==> src/rtl/mem_arbiter.sv <==
// mem_arbiter: round-robin arbiter sharing a four-bank main memory between
// the instruction-side (0) and data-side (1) cache controllers. Issues the
// owner's read or write, retries while the target bank is busy, waits out the
// read latency and returns data with a one-cycle done pulse.
module mem_arbiter #(
  parameter int ADDR_W  = 16,
  parameter int DATA_W  = 16,
  parameter int MEM_LAT = 2
) (
  input  logic              clk,
  input  logic              rst,
  input  logic              rd0,
  input  logic              wr0,
  input  logic [ADDR_W-1:0] addr0,
  input  logic [DATA_W-1:0] wdata0,
  input  logic              rd1,
  input  logic              wr1,
  input  logic [ADDR_W-1:0] addr1,
  input  logic [DATA_W-1:0] wdata1,
  output logic              done0,
  output logic              done1,
  output logic [DATA_W-1:0] rdata0,
  output logic [DATA_W-1:0] rdata1,
  input  logic [3:0]        busy,
  input  logic [DATA_W-1:0] mem_rdata,
  output logic              mem_rd,
  output logic              mem_wr,
  output logic [ADDR_W-1:0] mem_addr,
  output logic [DATA_W-1:0] mem_wdata,
  output logic [1:0]        grant,
  output logic              err
);

  localparam int CNT_W = (MEM_LAT > 1) ? $clog2(MEM_LAT) : 1;

  typedef enum logic [1:0] {IDLE, ISSUE, WAIT, RESP} state_t;

  state_t              state, state_nx;
  logic                owner_q;
  logic                op_wr_q;
  logic [ADDR_W-1:0]   addr_q;
  logic [DATA_W-1:0]   wdata_q;
  logic                last_grant_q;
  logic [CNT_W-1:0]    cnt_q;
  logic [DATA_W-1:0]   rdata0_q;
  logic [DATA_W-1:0]   rdata1_q;
  logic                err_q;

  logic                req0, req1, any_req, pick;
  logic [1:0]          bank;
  logic                bank_busy;
  logic [1:0]          owner_hot;

  // Request decode, round-robin pick and bank-busy lookup
  always_comb begin
    req0      = rd0 | wr0;
    req1      = rd1 | wr1;
    any_req   = req0 | req1;
    // Tie goes to whoever did not own the previous grant
    pick      = (req0 && req1) ? ~last_grant_q : req1;
    bank      = addr_q[2:1];
    bank_busy = busy[bank];
    owner_hot = {owner_q, ~owner_q};
  end

  // State register and transaction datapath
  always_ff @(posedge clk or posedge rst) begin
    if (rst) begin
      state        <= IDLE;
      owner_q      <= 1'b0;
      op_wr_q      <= 1'b0;
      addr_q       <= '0;
      wdata_q      <= '0;
      last_grant_q <= 1'b1;
      cnt_q        <= '0;
      rdata0_q     <= '0;
      rdata1_q     <= '0;
      err_q        <= 1'b0;
    end else begin
      state <= state_nx;
      case (state)
        IDLE: begin
          if (any_req) begin
            owner_q <= pick;
            // Simultaneous rd and wr is executed as a read
            op_wr_q <= pick ? (wr1 & ~rd1) : (wr0 & ~rd0);
            addr_q  <= pick ? addr1 : addr0;
            wdata_q <= pick ? wdata1 : wdata0;
          end
          if ((rd0 & wr0) | (rd1 & wr1)) err_q <= 1'b1;
        end
        ISSUE: begin
          if (!bank_busy && !op_wr_q) cnt_q <= CNT_W'(MEM_LAT - 1);
        end
        WAIT: begin
          if (cnt_q == '0) begin
            if (owner_q) rdata1_q <= mem_rdata;
            else         rdata0_q <= mem_rdata;
          end else begin
            cnt_q <= cnt_q - CNT_W'(1);
          end
        end
        RESP: last_grant_q <= owner_q;
        default: ;
      endcase
    end
  end

  // Next-state and memory/requester-side outputs
  always_comb begin
    state_nx  = state;
    mem_rd    = 1'b0;
    mem_wr    = 1'b0;
    mem_addr  = '0;
    mem_wdata = '0;
    grant     = 2'b00;
    done0     = 1'b0;
    done1     = 1'b0;
    case (state)
      IDLE: begin
        if (any_req) state_nx = ISSUE;
      end
      ISSUE: begin
        grant     = owner_hot;
        mem_rd    = ~op_wr_q;
        mem_wr    = op_wr_q;
        mem_addr  = addr_q;
        mem_wdata = wdata_q;
        if (!bank_busy) state_nx = op_wr_q ? RESP : WAIT;
      end
      WAIT: begin
        grant = owner_hot;
        if (cnt_q == '0) state_nx = RESP;
      end
      RESP: begin
        grant    = owner_hot;
        done0    = ~owner_q;
        done1    = owner_q;
        state_nx = IDLE;
      end
      default: state_nx = IDLE;
    endcase
  end

  assign rdata0 = rdata0_q;
  assign rdata1 = rdata1_q;
  assign err    = err_q;

endmodule

==> config.mk <==
export PLATFORM = sky130hd
export DESIGN_NAME = mem_arbiter
export DESIGN_NICKNAME = d
export VERILOG_FILES = /design/src/rtl/mem_arbiter.sv
export SDC_FILE = /design/constraint.sdc
export NUM_CORES = 1
export LEC_CHECK = 0
export ABC_AREA = 1
export CAP_MARGIN = 5
export CORE_MARGIN = 3
export CORE_UTILIZATION = 50
export DETAILED_ROUTE_END_ITERATION = 7
export DONT_BUFFER_PORTS = 1
export GPL_ROUTABILITY_DRIVEN = 1
export PLACE_DENSITY_LB_ADDON = 0.1
export SYNTH_ARGS = -nofsm -noshare
export SYNTH_HDL_FRONTEND = slang
export SYNTH_SLANG_ARGS = --single-unit
==> constraint.sdc <==
create_clock -name clk -period 4.08 [get_ports clk]
set_clock_uncertainty 0.15 [all_clocks]
set_input_delay 1.224 -clock clk [delete_from_list [all_inputs] [get_ports clk]]
set_output_delay 1.224 -clock clk [all_outputs]
set_load 0.03 [all_outputs]
==> qor.txt <==
maximum vdd ir drop: 286 uV
ANT nets after route: 0
placed cells: 584
n_diodes: 0
top cell type's share of synthesized area: 0.486
H-tree depth: 3
fin util: 0.556
drt first-iter violations: 121
Core ar.: 6910 um^2
commonest non-fill, non-tap cell in the layout: nand2_1
Vias/cell: 4.79
share of cells above drive strength 1: 0.0595
hold depth: 2
antenna violations before repair: 0
die extent in x: 90.9 um
DR WL/cell: 13.6 um
Worst EP required: 2710 ps
Final Hold Vio Count: 0
Total Routing Usage GR: 0.208
post_cts resized: 0
total gr overflow: 0
Slew @ Worst Pin: 991 ps
die height: 90.9 um
CP max stage delay: 440 ps
vias in the first global route: 2823
hold_ws: 321 ps
f_max: 0.312 GHz
type of the worst setup path: flip-flop to primary output
Slew Viols, Final: 0
setup TNS: 0 ps
root buffer cell: clkbuf_8
CTS tree: done
P per Cell Area: 914 nW/um^2
CTS Buffer Depth: 2
num ports: 161
routability cong.: 0.814
Port Buffer Count: 0
drc violations: 0
Mapped Cells: 506
# clock sinks: 71
cts bufs inserted: 9
Synth area leader: dfrtp_1
first-pass GRT wire length: 13.7 mm
total iterations of the first detailed-routing run: 4
R2R depth: 4
Mapped Avg Cell Area: 7.13 um^2
RSZ-0062 raised after global routing: false
Slew HR: 0.338
Worst Hold Launch: last_grant_q$_DFFE_PP1N_
Total Power: 3.51 mW
Clock transition at path regs: 90 ps
syn_nets: 600
Critical Path AT: 1830 ps
HPWL Detailed: 5.84 mm
# nets final: 593
area grow syn2layout: 6.52%
Clk Latency, worst-skew pair: 350 ps
largest net degree at the start of global routing: 72
Layout Cells excl Fill: 600
starting density of the core: 0.522
r2r setup slk: 1840 ps
CP startpoint kind: flip-flop
Cell Area, Synth: 3610 um^2
worst r2r dst: rdata0[4]$_DFFE_PP0P_
Max-cap violations: 0
R2R Path Start: state[0]$_DFFE_PP0P_
WL final: 8.19 mm
Leak: 2.26 nW
#FFs+latches synth: 71
highest-count cells in the layout ignoring fill and taps: nand2_1, inv_1, dfrtp_1
synth warn: 0
fin crit share: 0.785
Hold EP: last_grant_q$_DFFE_PP1N_
CP dominant cell by count: inv_1
final setup vio count: 0
critical path, cell by cell: inv_1 > ha_1 > buf_4 > nand2_1 > inv_1
Core Rows: 30
top area cells in the synthesized netlist: dfrtp_1, nand2_1, inv_1
nature of the critical path endpoint: primary output
register area share after synthesis: 0.493
CP max-delay cell: dfrtp_1
fin crit period: 3200 ps
hold buffers post-CTS: 0
status: completed
Netlist cell types: 19
Worst Hold Class: flip-flop to flip-flop
CP Max Fanout: 30
postcts setup bufs: 0
DIE AREA: 8270 um^2
via count: 2876
[report_power, final]
part | total [mW] | switching [mW] | internal, mW
Combinational | 1.35 | 0.980 | 0.372
Sequential | 1.62 | 0.560 | 1.06
Clock | 0.540 | 0.306 | 0.234
[how the worst max path moves through the flow]
stage	slack, ps	end	from	depth (start not counted)
after floorplan	910	addr_q[0]$_DFFE_PP0P_	rst	1
after global placement	1330	mem_addr[14]	state[1]$_DFFE_PP0P_	5
after detailed placement	1260	mem_wdata[1]	state[1]$_DFFE_PP0P_	5
after CTS	870	mem_addr[14]	state[1]$_DFFE_PP0P_	5
after global routing	740	mem_addr[10]	state[1]$_DFFE_PP0P_	5
final	880	mem_addr[14]	state[1]$_DFFE_PP0P_	5
[final cells by class]
type / instances / area (um^2)
multi-input combinational: 313 / 1340
timing repair buffer: 5 / 50.0
inverter: 99 / 372
sequential: 71 / 1780
clock inverter: 7 / 63.8
clock buffer: 9 / 124
tap: 96 / 120
fill: 699 / 3060
[per-stage QoR]
step	instance area, um^2	setup WS (ps)
floorplan	3610	911
global placement	3650	1330
detailed placement	3650	1260
CTS	3840	867
global route	3840	742
finish	3840	879
[Yosys cell counts]
cell / n
nand2_1: 189
inv_1: 97
dfrtp_1: 70
nor2_1: 38
o21ai_0: 36
o21ai_1: 31
buf_2: 10
nand3_1: 9
clkbuf_1: 8
ha_1: 4
buf_4: 3
a21oi_1: 2
buf_6: 2
inv_2: 2
a21oi_4: 1
dfstp_2: 1
nor2_2: 1
nor2_4: 1
or2_2: 1
[cell families (layout without fill, tap and decap cells)]
family / count (synthesis) / in the layout / share of synthesized area
and+or+nand+nor: 239 / 239 / 0.255
AOI/OAI and AO/OA: 70 / 70 / 0.100
DFF: 71 / 71 / 0.493
buffers and inverters: 122 / 120 / 0.138
adders and majority gates: 4 / 4 / 0.0139
[flip-flops by register name, summed over array words and instances (netlist names)]
register	cells
rdata1	16
wdata_q	16
addr_q	16
state	2
owner_q	1
rdata0	16
last_grant_q	1
err	1
cnt_q	1
op_wr_q	1
[metal layers]
| metal | global-route usage | share of wire | routed length [um] |
|---|---|---|---|
| met1 | 0.262 | 0.42 | 3470 |
| met2 | 0.331 | 0.49 | 3990 |
| met3 | 0.0679 | 0.072 | 586 |
| met4 | 0.0804 | 0.018 | 146 |
| met5 | 0 | 0 | 0 |
[worst max-delay path: cells and delay by family (launching register included)]
kind / cells / cell delay [ps]
DFF: 1 / 440
and+or+nand+nor: 1 / 110
adders and majority gates: 1 / 260
buffers and inverters: 3 / 660
Power figures use the tool's default switching activity.
